<file path="config.mk">
export PLATFORM = sky130hd
export DESIGN_NAME = gpu_pixel_writer
export DESIGN_NICKNAME = d
export VERILOG_FILES = /design/src/rtl/gpu_pixel_writer.sv
export SDC_FILE = /design/constraint.sdc
export NUM_CORES = 1
export LEC_CHECK = 0
export BUFFER_PORTS_ARGS = -buffer_cell sky130_fd_sc_hd__clkbuf_2
export CORE_ASPECT_RATIO = 1.25
export CORE_MARGIN = 10
export CORE_UTILIZATION = 50
export DETAILED_ROUTE_END_ITERATION = 10
export GPL_TIMING_DRIVEN = 0
export PLACE_DENSITY = 0.72
export SLEW_MARGIN = 30
export SYNTH_ARGS = -nofsm -noshare
export SYNTH_HDL_FRONTEND = slang
export SYNTH_SLANG_ARGS = --single-unit
</file>
<file path="constraint.sdc">
create_clock -name clk -period 7.57 [get_ports clk]
set_clock_uncertainty 0.05 [all_clocks]
set_input_delay 1.514 -clock clk [delete_from_list [all_inputs] [get_ports clk]]
set_output_delay 1.514 -clock clk [all_outputs]
set_load 0.005 [all_outputs]
</file>
<file path="src/rtl/gpu_pixel_writer.sv">
// Buffers rasteriser pixels in a small FIFO, clips off-screen ones and commits
// each remaining pixel to the framebuffer over a single-outstanding req/ack port.
module gpu_pixel_writer #(
  parameter int WIDTH_BITS  = 10,
  parameter int HEIGHT_BITS = 9,
  parameter int SCREEN_W    = 640,
  parameter int SCREEN_H    = 480,
  parameter int ADDR_BITS   = 19,
  parameter int COLOR_BITS  = 8,
  parameter int FIFO_DEPTH  = 4
) (
  input  logic                   clk,
  input  logic                   n_rst,
  input  logic                   px_valid,
  input  logic [WIDTH_BITS-1:0]  X,
  input  logic [HEIGHT_BITS-1:0] Y,
  input  logic [COLOR_BITS-1:0]  color,
  output logic                   px_ready,
  input  logic                   done_i,
  output logic                   mem_req,
  output logic [ADDR_BITS-1:0]   mem_addr,
  output logic [COLOR_BITS-1:0]  mem_wdata,
  input  logic                   mem_ack,
  output logic                   done_o,
  output logic                   idle_o,
  output logic [15:0]            drop_cnt
);

  localparam int PTR_W = $clog2(FIFO_DEPTH);
  localparam int CNT_W = PTR_W + 1;
  localparam logic [CNT_W-1:0]       FULL_CNT = CNT_W'(FIFO_DEPTH);
  localparam logic [WIDTH_BITS:0]    SCR_W    = (WIDTH_BITS+1)'(SCREEN_W);
  localparam logic [HEIGHT_BITS:0]   SCR_H    = (HEIGHT_BITS+1)'(SCREEN_H);
  localparam logic [ADDR_BITS-1:0]   ROW_STEP = ADDR_BITS'(SCREEN_W);

  typedef enum logic [1:0] {IDLE, LOAD, REQ} state_e;

  state_e                 state_q;
  logic [CNT_W-1:0]       count_q, count_d;
  logic [PTR_W-1:0]       rd_ptr_q, wr_ptr_q;
  logic [WIDTH_BITS-1:0]  fifo_x_q [FIFO_DEPTH];
  logic [HEIGHT_BITS-1:0] fifo_y_q [FIFO_DEPTH];
  logic [COLOR_BITS-1:0]  fifo_c_q [FIFO_DEPTH];
  logic                   pend_done_q;
  logic                   mem_req_q;
  logic [ADDR_BITS-1:0]   mem_addr_q;
  logic [COLOR_BITS-1:0]  mem_wdata_q;
  logic [15:0]            drop_cnt_q;

  logic                   accept, clip, push, pop, fifo_empty;
  logic [ADDR_BITS-1:0]   head_addr;

  always_comb begin
    fifo_empty = (count_q == '0);
    accept     = px_valid && px_ready;
    clip       = ({1'b0, X} >= SCR_W) || ({1'b0, Y} >= SCR_H);
    push       = accept && !clip;
    pop        = (state_q == REQ) && mem_ack;
    count_d    = count_q;
    if (push && !pop)      count_d = count_q + CNT_W'(1);
    else if (pop && !push) count_d = count_q - CNT_W'(1);
    head_addr  = ADDR_BITS'(fifo_y_q[rd_ptr_q]) * ROW_STEP + ADDR_BITS'(fifo_x_q[rd_ptr_q]);
  end

  assign px_ready  = (count_q != FULL_CNT);
  assign mem_req   = mem_req_q;
  assign mem_addr  = mem_addr_q;
  assign mem_wdata = mem_wdata_q;
  assign drop_cnt  = drop_cnt_q;
  assign done_o    = pend_done_q && fifo_empty && (state_q == IDLE);
  assign idle_o    = fifo_empty && (state_q == IDLE) && !pend_done_q;

  // Pixel payload storage needs no reset; occupancy is tracked by count_q.
  always_ff @(posedge clk) begin
    if (push) begin
      fifo_x_q[wr_ptr_q] <= X;
      fifo_y_q[wr_ptr_q] <= Y;
      fifo_c_q[wr_ptr_q] <= color;
    end
  end

  always_ff @(posedge clk or negedge n_rst) begin
    if (!n_rst) begin
      state_q     <= IDLE;
      count_q     <= '0;
      rd_ptr_q    <= '0;
      wr_ptr_q    <= '0;
      pend_done_q <= 1'b0;
      mem_req_q   <= 1'b0;
      mem_addr_q  <= '0;
      mem_wdata_q <= '0;
      drop_cnt_q  <= '0;
    end else begin
      count_q <= count_d;
      if (push) wr_ptr_q <= wr_ptr_q + PTR_W'(1);
      if (pop)  rd_ptr_q <= rd_ptr_q + PTR_W'(1);

      if (accept && clip && (drop_cnt_q != 16'hFFFF))
        drop_cnt_q <= drop_cnt_q + 16'd1;

      // A new done always wins so a done arriving with the done_o pulse is not lost.
      if (done_i)      pend_done_q <= 1'b1;
      else if (done_o) pend_done_q <= 1'b0;

      case (state_q)
        IDLE: begin
          if (!fifo_empty) state_q <= LOAD;
        end
        LOAD: begin
          mem_addr_q  <= head_addr;
          mem_wdata_q <= fifo_c_q[rd_ptr_q];
          mem_req_q   <= 1'b1;
          state_q     <= REQ;
        end
        REQ: begin
          if (mem_ack) begin
            mem_req_q <= 1'b0;
            state_q   <= (count_d != '0) ? LOAD : IDLE;
          end
        end
        default: begin
          mem_req_q <= 1'b0;
          state_q   <= IDLE;
        end
      endcase
    end
  end

endmodule

</file>
==> flow_summary.json <==
{
  "first_iter_violations": 255,
  "worst_pin_slew_ns": 0.730,
  "clk_pin_slew_ns": 0.06,
  "crit_slowest_cell": "buf_1",
  "core_area_um2": 13300,
  "diodes": 0,
  "grt_start_max_net_pins": 37,
  "postSynthCellCount": 418,
  "vias": 3882,
  "postRouteAntennaNets": 0,
  "wl_per_cell_um": 18.8,
  "fillers": 999,
  "area_growth_pct": 17.9,
  "path_class": "reg -> reg",
  "maxSlewHeadroom": 0.513,
  "grt_pass1_vias": 4260,
  "cts_tree": "done",
  "worstSetupStartpointType": "register",
  "cts_setup_buffers": 0,
  "finalSetupViolCount": 0,
  "synth_seq_cells": 162,
  "grt_first_pass_wirelength_mm": 21.6,
  "wl_mm": 13.3,
  "dpl.hpwl_mm": 9.57,
  "numCtsBuffers": 17,
  "final_hold_viol_count": 0,
  "tns_ns": 0,
  "design_area_um2": 8130,
  "p_leak_nw": 3.15,
  "cp.arrival_ns": 4.92,
  "required_ns": 7.79,
  "grt-ovfl-total": 0,
  "fin_nets": 579,
  "final.period_utilization": 0.621,
  "drive_gt1_frac": 0.317,
  "dpl_cell_area_um2": 7600,
  "synthArstFlopShare": 0.333,
  "cts_resized": 0,
  "max_stage_delay_ns": 0.59,
  "cts_sinks": 162,
  "clockRootBuffer": "clkbuf_16",
  "power_density_nw_per_um2": 436,
  "firstDrtPassIters": 4,
  "period_needed_ns": 4.70,
  "min_path_type": "reg -> reg",
  "drv_slew": 0,
  "timing.fmax_mhz": 213,
  "grt_use_total": 0.146,
  "dp_slack_ns": 2.81,
  "die_width_um": 125,
  "rsz0062_at_grt": "no",
  "most-common-layout-cells": "edfxtp_1, clkbuf_2, dfrtp_1",
  "die_h_um": 151,
  "synth_nets": 477,
  "initial_core_util": 0.516,
  "netlist_area_um2": 6890,
  "antenna_found_initial": 0,
  "vias_per_cell": 5.51,
  "rows": 47,
  "syn_avg_cell_area_um2": 16.5,
  "portBuffers": 78,
  "ys_seq_area_frac": 0.667,
  "mostFrequentLayoutCell": "edfxtp_1",
  "hold_buffers": 0,
  "yosysWarnings": 0,
  "htreeDepth": 4,
  "synth_edf_count": 108,
  "fp.dieArea_um2": 18900,
  "maxCapViolCount": 0,
  "clk_latency_ns": 0.41,
  "place_congestion": 0.768,
  "top_level_ports": 79,
  "ys_types": 53,
  "worst_slack_ns": 2.87,
  "synth_ff_type": "edfxtp_1",
  "status": "complete, no violations",
  "ir_drop_v": 0.000216,
  "crit_fanout": 10,
  "path_cells": "buf_2 -> buf_1 -> buf_1 -> mux4_2 -> ha_1 -> ha_1 -> fa_1 -> a211o_1 -> a211oi_1 -> o211ai_1 -> nand4b_1 -> xnor2_1 -> o21ai_0",
  "whs_ns": 0.430,
  "end_kind": "register",
  "cts.path.max_buffers": 2,
  "drc": 0
}
[cells in the mapped netlist, drive strengths merged (2+ instances only)]
| cell | count | share of area |
|---|---|---|
| a2111o | 2 | 0.0033 |
| a211oi | 2 | 0.0022 |
| a21o | 2 | 0.0022 |
| a21oi | 6 | 0.0044 |
| and2 | 6 | 0.0056 |
| and3 | 3 | 0.0036 |
| and4 | 2 | 0.0025 |
| buf | 8 | 0.0067 |
| clkbuf | 4 | 0.0022 |
| dfrtp | 54 | 0.20 |
| edfxtp | 108 | 0.47 |
| fa | 2 | 0.0058 |
| ha | 25 | 0.045 |
| inv | 13 | 0.0071 |
| mux2 | 17 | 0.028 |
| mux4 | 27 | 0.088 |
| nand2 | 25 | 0.014 |
| nand3 | 10 | 0.0073 |
| nand4 | 8 | 0.0073 |
| nor2 | 12 | 0.0065 |
| nor3 | 4 | 0.0029 |
| o2111ai | 2 | 0.0025 |
| o211ai | 2 | 0.0022 |
| o21ai | 18 | 0.013 |
| or3 | 2 | 0.0018 |
| or3b | 2 | 0.0025 |
| xnor2 | 25 | 0.032 |
| xor2 | 8 | 0.010 |
[per-stage QoR]
stage,utilization,instances,power [mW]
after floorplan,-,418,2.39
after global placement,0.561,667,2.73
after detailed placement,0.570,672,2.82
after CTS,0.609,704,3.59
after global routing,0.609,704,3.81
final,0.609,704,3.54
[final cells by class]
class	count	area, µm²	area share
plain buffers	12	61.3	0.00755
clock buffers	27	493	0.0607
clock inverters	5	30.0	0.00370
inverters	13	48.8	0.00601
multi-input cells	231	2190	0.270
flip-flops and latches	162	4590	0.565
well taps	171	214	0.0263
repair buffers	83	493	0.0607
[registers in the layout (all words and copies together), names as in the netlist]
| register | flops |
|---|---|
| fifo_x_q | 40 |
| fifo_y_q | 36 |
| fifo_c_q | 32 |
| mem_addr | 19 |
| drop_cnt | 16 |
| mem_wdata | 8 |
| count_q | 3 |
| rd_ptr_q | 2 |
| state_q | 2 |
| wr_ptr_q | 2 |
| mem_req | 1 |
| pend_done_q | 1 |
[path summary, 6_finish.rpt]
path / from / endpoint / slack (ns) / cells after the start
setup / recovery: rd_ptr_q[1] / mem_addr[17] / 2.87 / 13
hold / removal: mem_addr[14] / mem_addr[14] / 0.43 / 2
setup reg to reg: rd_ptr_q[1] / mem_addr[17] / 2.87 / 13
hold reg to reg: mem_addr[14] / mem_addr[14] / 0.43 / 2
max in group asynchronous: n_rst / mem_addr[0] / 6.02 / 2
min in group asynchronous: n_rst / mem_addr[18] / 0.96 / 1
[logic make-up after synthesis]
family                     synth area share
and+or+nand+nor                      0.0608
xor gates and xnor gates             0.0419
DFF                                   0.667
adders and majority gates            0.0527
buffers and inverters                0.0160
muxes                                 0.116
AOI/OAI and AO/OA                    0.0458
[power breakdown]
part	total, mW	switching (mW)	internal (mW)
combinational	1.54	0.807	0.732
sequential	1.24	0.0976	1.15
clock	0.760	0.315	0.444
total	3.54	1.22	2.32
[worst max-delay path: cells and delay by family, from the launching register on]
| family | cells | cell delay, ns |
|---|---|---|
| AO/OA/AOI/OAI | 4 | 0.94 |
| multiplexers | 1 | 0.46 |
| flip-flops | 1 | 0.32 |
| XOR/XNOR | 1 | 0.16 |
| AND/OR/NAND/NOR | 1 | 0.23 |
| buffers and inverters | 3 | 1.43 |
| adder cells (fa/ha/maj) | 3 | 0.98 |
[routing by layer]
layer	part of all wire	vias to the layer above	wire [µm]	track usage
met5	0	-	0	0
met4	0.010	0	138	0.0450
met3	0.053	11	702	0.0497
met2	0.54	96	7120	0.265
met1	0.40	1970	5300	0.157
li1	-	1805	-	-
(Power assumes the default switching activity.)
